[src/rtl/pic_control_logic_if.sv]
// Bus between the 8259A read/write stage, the interrupt pins and the PIC control core.
// slave: control core; master: whatever drives strobes, data, IR and INTA_N.
interface pic_control_logic_if;
  logic [3:0] ICW;
  logic [2:0] OCW;
  logic [7:0] D;
  logic [7:0] IR;
  logic       INTA_N;
  logic       INT;
  logic [7:0] VEC;
  logic       VEC_OE;
  logic [1:0] Read_command;
  logic [7:0] IRR;
  logic [7:0] ISR;
  logic [7:0] IMR;

  modport master (
    output ICW, OCW, D, IR, INTA_N,
    input  INT, VEC, VEC_OE, Read_command, IRR, ISR, IMR
  );

  modport slave (
    input  ICW, OCW, D, IR, INTA_N,
    output INT, VEC, VEC_OE, Read_command, IRR, ISR, IMR
  );
endinterface

[src/rtl/pic_control_logic.sv]
// 8259A control core: IRR/ISR/IMR, rotating priority, INT and the two-pulse INTA vector sequence.
// Writes, IR and INTA_N act SYNC_STAGES+1 cycles after the pin; no backpressure, the host holds strobes/INTA long enough.
module pic_control_logic #(
  parameter int SYNC_STAGES = 2
) (
  input logic               CLK,
  input logic               RST_N,
  pic_control_logic_if.slave bus
);

  typedef enum logic [1:0] {IDLE, ACK1, WAIT2, ACK2} state_t;

  logic [SYNC_STAGES-1:0][3:0] icw_sync;
  logic [SYNC_STAGES-1:0][2:0] ocw_sync;
  logic [SYNC_STAGES-1:0][7:0] d_sync;
  logic [SYNC_STAGES-1:0][7:0] ir_sync;
  logic [SYNC_STAGES-1:0]      inta_sync;

  logic [3:0] icw_q;
  logic [2:0] ocw_q;
  logic [7:0] ir_q;
  logic       inta_q;

  logic [7:0] irr, isr, imr, cas;
  logic [4:0] t;
  logic [2:0] l;
  logic       ltim, ic4, aeoi, rot_aeoi;
  logic [1:0] read_cmd;
  state_t     state;
  logic [2:0] level;
  logic       spurious;
  logic [7:0] vec;
  logic       vec_oe;
  logic       int_q;

  logic [3:0] icw_s, icw_c;
  logic [2:0] ocw_s, ocw_c;
  logic [7:0] d_s, ir_s;
  logic       inta_s, inta_fall, inta_rise;
  logic [7:0] cand;
  logic       cand_f, isr_f, int_now;
  logic [2:0] cand_lvl, isr_lvl, cand_rank, isr_rank;
  logic       ack_real, ack2_done;
  logic [7:0] irr_n, isr_n;
  logic       unused_cas;

  // Scan from lowest to highest priority so the highest set bit is the last one kept.
  function automatic logic [3:0] highest(input logic [7:0] v, input logic [2:0] low);
    logic [2:0] idx;
    logic [3:0] r;
    r = 4'b0;
    for (int i = 8; i >= 1; i--) begin
      idx = low + i[2:0];
      if (v[idx]) r = {1'b1, idx};
    end
    return r;
  endfunction

  assign icw_s  = icw_sync[SYNC_STAGES-1];
  assign ocw_s  = ocw_sync[SYNC_STAGES-1];
  assign d_s    = d_sync[SYNC_STAGES-1];
  assign ir_s   = ir_sync[SYNC_STAGES-1];
  assign inta_s = inta_sync[SYNC_STAGES-1];

  assign icw_c     = icw_s & ~icw_q;
  assign ocw_c     = ocw_s & ~ocw_q;
  assign inta_fall = inta_q & ~inta_s;
  assign inta_rise = ~inta_q & inta_s;

  assign cand = irr & ~imr;
  assign {cand_f, cand_lvl} = highest(cand, l);
  assign {isr_f, isr_lvl}   = highest(isr, l);
  assign cand_rank = cand_lvl - l - 3'd1;
  assign isr_rank  = isr_lvl - l - 3'd1;
  assign int_now   = cand_f && (!isr_f || (cand_rank < isr_rank));

  assign ack_real  = (state == IDLE) && inta_fall && int_now;
  assign ack2_done = (state == ACK2) && inta_rise;

  // Cascade is not modelled; ICW3 is only held.
  assign unused_cas = ^cas;

  always_comb begin
    irr_n = ltim ? ir_s : ((irr | (ir_s & ~ir_q)) & ir_s);
    if (ack_real) irr_n[cand_lvl] = 1'b0;

    isr_n = isr;
    if (ocw_c[1]) begin
      case (d_s[7:5])
        3'b001, 3'b101: if (isr_f) isr_n[isr_lvl] = 1'b0;
        3'b011, 3'b111: isr_n[d_s[2:0]] = 1'b0;
        default: ;
      endcase
    end
    if (ack2_done && aeoi && !spurious) isr_n[level] = 1'b0;
    // A same-cycle acknowledge set wins over any EOI clear.
    if (ack_real) isr_n[cand_lvl] = 1'b1;
  end

  always_ff @(posedge CLK or negedge RST_N) begin
    if (!RST_N) begin
      icw_sync  <= '0;
      ocw_sync  <= '0;
      d_sync    <= '0;
      ir_sync   <= '0;
      inta_sync <= '1;
      icw_q     <= '0;
      ocw_q     <= '0;
      ir_q      <= '0;
      inta_q    <= 1'b1;
      irr       <= '0;
      isr       <= '0;
      imr       <= '0;
      cas       <= '0;
      t         <= '0;
      l         <= 3'd7;
      ltim      <= 1'b0;
      ic4       <= 1'b0;
      aeoi      <= 1'b0;
      rot_aeoi  <= 1'b0;
      read_cmd  <= 2'b10;
      state     <= IDLE;
      level     <= '0;
      spurious  <= 1'b0;
      vec       <= '0;
      vec_oe    <= 1'b0;
      int_q     <= 1'b0;
    end else begin
      icw_sync  <= {icw_sync[SYNC_STAGES-2:0], bus.ICW};
      ocw_sync  <= {ocw_sync[SYNC_STAGES-2:0], bus.OCW};
      d_sync    <= {d_sync[SYNC_STAGES-2:0], bus.D};
      ir_sync   <= {ir_sync[SYNC_STAGES-2:0], bus.IR};
      inta_sync <= {inta_sync[SYNC_STAGES-2:0], bus.INTA_N};
      icw_q     <= icw_s;
      ocw_q     <= ocw_s;
      ir_q      <= ir_s;
      inta_q    <= inta_s;

      if (icw_c[0]) begin
        ltim     <= d_s[3];
        ic4      <= d_s[0];
        imr      <= '0;
        isr      <= '0;
        irr      <= '0;
        l        <= 3'd7;
        rot_aeoi <= 1'b0;
        aeoi     <= 1'b0;
        read_cmd <= 2'b10;
        state    <= IDLE;
        vec_oe   <= 1'b0;
        int_q    <= 1'b0;
      end else begin
        irr   <= irr_n;
        isr   <= isr_n;
        int_q <= int_now;

        if (icw_c[1]) t <= d_s[7:3];
        if (icw_c[2]) cas <= d_s;
        if (icw_c[3] && ic4) aeoi <= d_s[1];
        if (ocw_c[0]) imr <= d_s;
        if (ocw_c[1]) begin
          case (d_s[7:5])
            3'b101:         if (isr_f) l <= isr_lvl;
            3'b111, 3'b110: l <= d_s[2:0];
            3'b100:         rot_aeoi <= 1'b1;
            3'b000:         rot_aeoi <= 1'b0;
            default: ;
          endcase
        end
        if (ocw_c[2] && d_s[1]) read_cmd <= {1'b1, d_s[0]};

        case (state)
          IDLE: if (inta_fall) begin
            level    <= int_now ? cand_lvl : 3'd7;
            spurious <= !int_now;
            state    <= ACK1;
          end
          ACK1: if (inta_rise) state <= WAIT2;
          WAIT2: if (inta_fall) begin
            vec    <= {t, level};
            vec_oe <= 1'b1;
            state  <= ACK2;
          end
          ACK2: if (inta_rise) begin
            vec_oe <= 1'b0;
            if (aeoi && !spurious && rot_aeoi) l <= level;
            state  <= IDLE;
          end
          default: state <= IDLE;
        endcase
      end
    end
  end

  assign bus.INT          = int_q;
  assign bus.VEC          = vec;
  assign bus.VEC_OE       = vec_oe;
  assign bus.Read_command = read_cmd;
  assign bus.IRR          = irr;
  assign bus.ISR          = isr;
  assign bus.IMR          = imr;

endmodule

[src/flat_wrapper.sv]
// flat-port wrapper written by rule: the top's interface ports become plain ports
module pic_control_logic_flat 
#(
  parameter int SYNC_STAGES = 2
)
  (CLK, RST_N, bus_ICW, bus_OCW, bus_D, bus_IR, bus_INTA_N, bus_INT, bus_VEC, bus_VEC_OE, bus_Read_command, bus_IRR, bus_ISR, bus_IMR);
  pic_control_logic_if bus_i ();
  input logic CLK;
  input logic RST_N;
  input wire logic [$bits(bus_i.ICW)-1:0] bus_ICW;
  input wire logic [$bits(bus_i.OCW)-1:0] bus_OCW;
  input wire logic [$bits(bus_i.D)-1:0] bus_D;
  input wire logic [$bits(bus_i.IR)-1:0] bus_IR;
  input wire logic [$bits(bus_i.INTA_N)-1:0] bus_INTA_N;
  output wire logic [$bits(bus_i.INT)-1:0] bus_INT;
  output wire logic [$bits(bus_i.VEC)-1:0] bus_VEC;
  output wire logic [$bits(bus_i.VEC_OE)-1:0] bus_VEC_OE;
  output wire logic [$bits(bus_i.Read_command)-1:0] bus_Read_command;
  output wire logic [$bits(bus_i.IRR)-1:0] bus_IRR;
  output wire logic [$bits(bus_i.ISR)-1:0] bus_ISR;
  output wire logic [$bits(bus_i.IMR)-1:0] bus_IMR;
  assign bus_i.ICW = bus_ICW;
  assign bus_i.OCW = bus_OCW;
  assign bus_i.D = bus_D;
  assign bus_i.IR = bus_IR;
  assign bus_i.INTA_N = bus_INTA_N;
  assign bus_INT = bus_i.INT;
  assign bus_VEC = bus_i.VEC;
  assign bus_VEC_OE = bus_i.VEC_OE;
  assign bus_Read_command = bus_i.Read_command;
  assign bus_IRR = bus_i.IRR;
  assign bus_ISR = bus_i.ISR;
  assign bus_IMR = bus_i.IMR;
  pic_control_logic #(.SYNC_STAGES(SYNC_STAGES)) u_core (.CLK(CLK), .RST_N(RST_N), .bus(bus_i));
endmodule
[config.mk]
export PLATFORM = sky130hd
export DESIGN_NAME = pic_control_logic_flat
export DESIGN_NICKNAME = d
export VERILOG_FILES = /design/src/rtl/pic_control_logic_if.sv /design/src/rtl/pic_control_logic.sv /design/src/flat_wrapper.sv
export SDC_FILE = /design/constraint.sdc
export NUM_CORES = 1
export LEC_CHECK = 0
export CORE_AREA = 2 2 151 153
export DETAILED_ROUTE_END_ITERATION = 12
export DIE_AREA = 0 0 153 155
export SETUP_SLACK_MARGIN = 0.3
export SLEW_MARGIN = 20
export SYNTH_ARGS = -nofsm -noshare
export SYNTH_HDL_FRONTEND = slang
export SYNTH_SLANG_ARGS = --single-unit
[constraint.sdc]
create_clock -name CLK -period 7.1 [get_ports CLK]
set_input_delay 0.71 -clock CLK [delete_from_list [all_inputs] [get_ports CLK]]
set_output_delay 0.71 -clock CLK [all_outputs]
set_load 0.02 [all_outputs]
---- Yosys cells after proc, flatten, opt, wreduce, memory -nomap -nowiden ----
Index checks and enable logic that the tools add are counted.
operators by class
  add/subtract/negate cells ............... 11
  multipliers ............................. 0
  div/mod/pow operators ................... 0
  order comparisons ....................... 17
  eq/ne operators ......................... 13
  shift-type cells ........................ 0
  mux-type cells .......................... 93
  bitwise gates (word level) .............. 24
  reduce and logical (&&, ||, !) cells .... 35
operator list
  cell                   number
  $mux W8                10
  $mux W4                16
  $and A8 B8 Y8          7
  $bmux W1 S3            16
  $lt A3 B4 Y1 const B   12
  $not A8 Y8             6
  $mux W1                28
  $mux W3                7
  $or A8 B8 Y8           2
  $pmux W8 S2            1
  $logic_and A1 B1 Y1    14
  $mux W2                7
  $add A3 B3 Y3 const B  4
  $demux W1 S3           4
  $eq A3 B3 Y1 const B   4
  $ge A3 B1 Y1 const B   4
  $ne A3 B1 Y1 const B   4
  $reduce_and A3 Y1      3
  $pmux W2 S4            1
  $reduce_bool A2 Y1     4
  $add A3 B2 Y3 const B  2
  $pmux W3 S2            1
  $reduce_bool A3 Y1     2
  $reduce_or A2 Y1       3
  other kinds (21)       31
word-level totals
  bits in registers ....................... 118
  bits in latches ......................... 0
  memory bits (writable) .................. 0
  ROM bits ................................ 0
  memories ................................ 0

---- Depth between registers and ports, before layout ----
  depth in word-level cells ............... 24
  gate-level depth with buffers ........... 22

---- Worst setup path before layout ----
Ideal clock, no wire load.
  path type ............................... register -> register
  start point ............................. register u_core.l[1]
  end point ............................... register u_core.isr[2] (netlist: u_core.bus.ISR[2])
  library setup time ...................... 0.067 ns
  data arrival time ....................... 5.599 ns
  setup slack ............................. 1.434 ns
  cell stages (with the launch flop) ...... 23
  path buffers ............................ 5
  cells stage by stage .................... dfstp_2 -> buf_2 -> inv_1 -> clkbuf_1 -> ha_1 -> buf_2 -> clkbuf_1 -> mux4_2 -> o211ai_1 -> a2111o_1 -> and3_1 -> clkbuf_1 -> inv_1 -> ha_1 -> fa_1 -> xnor2_1 -> xnor2_1 -> ha_1 -> nor2b_1 -> o32ai_1 -> o2111ai_2 -> nor3b_2 -> a41o_1
between the ends
  word-level cells in the longest chain between the ends .. 24
  elaborated cells on any way between the ends .. 84
  classes of those cells .................. 11 x add/sub; 5 x order compare; 58 x mux; 4 x bitwise; 6 x reduce/logical
RTL lines
  item                                                                       line                                              source
  start: declaration                                                         pic_control_logic.sv:26                           logic [2:0] l;
  start signal: assignment                                                   pic_control_logic.sv:163                          3'b101: if (isr_f) l <= isr_lvl;
  start signal: assignment                                                   pic_control_logic.sv:164                          3'b111, 3'b110: l <= d_s[2:0];
  start signal: assignment                                                   pic_control_logic.sv:186                          if (aeoi && !spurious && rot_aeoi) l <= level;
  $add A3 B3 Y3 / $bmux W1 S3 (equally long branches)                        pic_control_logic.sv:53, pic_control_logic.sv:54
  $bmux W1 S3 / $mux W1 (equally long branches)                              pic_control_logic.sv:54                           if (v[idx]) r = {1'b1, idx};
  $mux W1 (implied by the code) / $mux W4 (equally long branches)            pic_control_logic.sv:54
  $mux W4 (7 in a row)                                                       pic_control_logic.sv:54
  $lt A3 B4 Y1 (implied by the code) / $ge A3 B1 Y1 (equally long branches)  pic_control_logic.sv:90                           3'b001, 3'b101: if (isr_f) isr_n[isr_lvl] = 1'b0;
  $logic_and A1 B1 Y1 (implied by the code)                                  pic_control_logic.sv:90
  $mux W1 (implied by the code)                                              pic_control_logic.sv:90
  $demux W1 S3                                                               -
  [2 not listed]                                                             -
  $mux W8                                                                    pic_control_logic.sv:90
  $pmux W8 S2                                                                pic_control_logic.sv:89                           case (d_s[7:5])
  $mux W8                                                                    pic_control_logic.sv:88                           if (ocw_c[1]) begin
  $and A8 B8 Y8 (no source line)                                             -
  $mux W8                                                                    pic_control_logic.sv:95                           if (ack2_done && aeoi && !spurious) isr_n[level] = 1'b0;
  $or A8 B8 Y8 (no source line)                                              -
  $mux W8 *                                                                  pic_control_logic.sv:97                           if (ack_real) isr_n[cand_lvl] = 1'b1;
  $mux W8 *                                                                  pic_control_logic.sv:139                          if (icw_c[0]) begin
  end signal: assignment                                                     pic_control_logic.sv:154                          isr <= isr_n;
  end: declaration                                                           pic_control_logic.sv:24                           logic [7:0] irr, isr, imr, cas;
Every way passes the cells marked *; elsewhere a longest branch is shown, timed or not. The select of a mux whose other input is x is not followed.
A chain may end at the register's enable or synchronous reset.

---- Worst setup path in the final report ----
  start point ............................. register u_core.l[0]
  end point ............................... register u_core.isr[2] (netlist: u_core.bus.ISR[2])
The elaborated chain is that of the path after synthesis.

==> summary.txt <==
Detailed routing
  – Vias per std cell: about 5.4
  – Drc violations: 0
  – DRT Pass-1 Iters: 5
  – Via count: 5101
  – Drt first-iter violations: around 560
  – Final wirelength: ~17 mm
  – Post-route ant nets: 0
  – WL per Instance: 18.1 um

Setup path
  – R2r startpoint: u_core.l[0]
  – Critical Path RT: 7.44 ns
  – Crit Reg-Reg Endpoint: u_core.bus.ISR[2]
  – R2R depth: 19
  – Critical path startpoint category: flop
  – Crit. End Element: flop
  – Setup slack, reg-to-reg: a little over 0.8 ns
  – Arr. time, crit path: about 6.6 ns
  – Worst Setup Path Type: flop to flop
  – Crit-path max FO: 19

STA
  – Final Setup Violations: 0
  – Final period util: 0.885
  – Minimum clock period: ~6.3 ns
  – Fmax: between 150 and 200 MHz
  – Hold Worst Slack: 0.267 ns
  – Setup TNS: 0 ns
  – Final worst slack: ~0.82 ns
  – Unrepaired setup endpoints after global routing: false
  – Final hold violations: 0
  – Fin Clk Skew: roughly 0.016 ns
  – Slew Limit Headroom: 0.413
  – Worst-Margin Slew: roughly 0.88 ns
  – Fin. max-slew vios: 0

Global routing
  – Grt total ovfl: 0
  – Pin count of the biggest net entering global routing: 75
  – Vias in the first global route: approximately 5000
  – GRT Util Overall: 0.147
  – First-pass GRT wire length: between 20 and 30 mm
  – Initial antenna violation count: 0

Worst hold path
  – Hold WC Path Type: primary input to async pin

CTS
  – H-tree levels: 4
  – Longest Clk Path Bufs: 2
  – TritonCTS clock tree: yes
  – Hold_buf cts: 0
  – Clk root buf: clkbuf_16
  – Worst-Skew Late Latency: 0.41 ns
  – Post-CTS Setup Repair Bufs: 0
  – Worst-path clk slew: about 0.050 ns
  – CTS Buf Count: 17
  – Number of sinks on the clock net: around 110
  – Post-CTS sizing: 0

Layout
  – # diodes: 0
  – Layout area overhead: 21.3%
  – Fin nets: about 700
  – Layout Cells excl Fill: ~950
  – Share of cells above drive strength 1: 0.165
  – Core Util, Final: 0.358

Status
  – Status: complete, no violations

Pwr
  – Max VDD drop: approximately 240 uV
  – Leakage: around 3.3 nW
  – Pwr/cell area: 351 nW/um^2

Synth
  – Mapped Cells: 600
  – Top_reg_cell synth: dfrtp_1
  – FFs w/ async S/R, synth: 1.00
  – Syn Nets: about 640
  – Yosys warning count: 0
  – Synth Area per Inst: ~11 um^2
  – Number of distinct library cells after synthesis: 80
  – Number of synthesized flops with an enable pin: 0
  – Mapped Area: 6560 um^2
  – Sequential share of the synthesized area: 0.436
  – Register bit count reported by yosys: roughly 110

Floorplan
  – Core ar.: 22200 um^2
  – Die Outline Area: 23700 um^2
  – Chip Width: about 150 um
  – I/O pin cnt: 62
  – Initial Util: 0.295
  – Die Ht: 155 um
  – Floorplan row count: 55

Placement
  – Final RePlAce weighted congestion: 0.915
  – DP HPWL: roughly 12 mm
  – Dpl cells: 915
  – Pre-CTS setup slack: 0.857 ns
  – Buffers on Ports: 59

Job
  – Max Cap Viol: 0
worst max-delay path: stages (launching register included):
cell,delay [ns]
dfstp_2,0.80
inv_2,0.29
ha_1,0.65
buf_4,0.28
mux4_1,0.36
mux2_2,0.32
o21bai_1,0.16
a2111o_1,0.44
nand3_1,0.18
inv_1,0.12
ha_1,0.21
fa_1,0.38
xnor2_1,0.18
xnor2_1,0.14
ha_1,0.24
nor2b_1,0.13
o32ai_1,0.21
o2111ai_2,0.36
nor3b_2,0.53
a41o_1,0.23
how the worst max path moves through the flow:
| stage | to | start | slack, ns | depth (start not counted) |
|---|---|---|---|---|
| floorplan | u_core.bus.ISR[2] | u_core.l[1] | 1.43 | 22 |
| global placement | u_core.bus.ISR[2] | u_core.l[0] | 0.89 | 19 |
| detailed placement | u_core.bus.IRR[3] | u_core.l[0] | 0.86 | 19 |
| CTS | u_core.bus.ISR[2] | u_core.l[0] | 0.84 | 19 |
| global route | u_core.bus.IRR[1] | u_core.l[0] | 0.38 | 19 |
| finish | u_core.bus.ISR[2] | u_core.l[0] | 0.82 | 19 |
final cells by class:
class	instances	area, um^2
flip-flops and latches	114	2860
clock buffers	22	464
fillers	2219	14300
well taps	285	357
inverters	19	71.3
repair buffers	69	663
clock inverters	10	111
multi-input cells	428	3430
cell usage in the layout (no fill, tap or decap), types with 6 or more instances in the layout:
cell type        count
nand3_1             24
a21oi_1             19
nand3b_1             7
and3_1               7
o21ai_0             11
dfstp_2              6
o41ai_1              8
mux2i_1             31
o211ai_1             8
dfrtp_1            108
mux4_2              25
clkdlybuf4s50_1     58
a31oi_1             19
nor2_1              39
mux2_2              20
nand2_1             49
ha_1                10
nor3_1               9
buf_4               11
and2_1               6
nor4_1               7
xnor2_1              7
inv_1               15
nand2b_1             9
nor2b_1             16
clkbuf_16           17
Yosys cell counts, drive strengths merged, types with 9 or more instances:
library cell,instances,area [um^2]
a21oi,19,95.1
a31oi,19,119
buf,17,115
clkbuf,22,82.6
dfrtp,108,2700
ha,10,125
inv,18,67.6
mux2,21,240
mux2i,31,310
mux4,27,616
nand2,49,184
nand2b,9,56.3
nand3,24,120
nor2,39,146
nor2b,16,100
nor3,9,45.0
o21ai,11,55.1
sequential cells by signal, summed over array words and instances, names as in the netlist, 5 cells and up:
signal,cells
u_core.bus.IMR,8
u_core.bus.IRR,8
u_core.bus.ISR,8
u_core.bus.VEC,8
u_core.d_s,8
u_core.d_sync,8
u_core.ir_q,8
u_core.ir_s,8
u_core.ir_sync,8
u_core.t,5
cells by family after synthesis:
family | synth area share
adders and majority gates | 0.0252
and+or+nand+nor | 0.159
AOI/OAI and AO/OA | 0.147
DFF | 0.436
other | 0.000572
buffers and inverters | 0.0410
xor gates and xnor gates | 0.0134
muxes | 0.178
report_power, final:
part	internal, mW	leakage, nW	total [mW]	switching (mW)
logic	0.473	1.63	1.11	0.639
clock network	0.532	0.276	0.824	0.292
registers	0.744	1.37	0.858	0.114
total	1.75	3.27	2.80	1.05
layer usage:
layer / part of all wire / vias up / GRT usage
li1: - / 2373 / -
met1: 0.45 / 2544 / 0.193
met2: 0.49 / 155 / 0.245
met3: 0.043 / 29 / 0.0240
met4: 0.018 / 0 / 0.0529
met5: 0 / - / 0
stage by stage:
step	instance area [um^2]	power, mW
floorplan	6560	1.62
global placement	7380	1.96
detailed placement	7380	1.97
CTS	7960	2.80
global route	7960	2.96
finish	7960	2.80
Note: power is estimated with default switching activity, not from simulation.
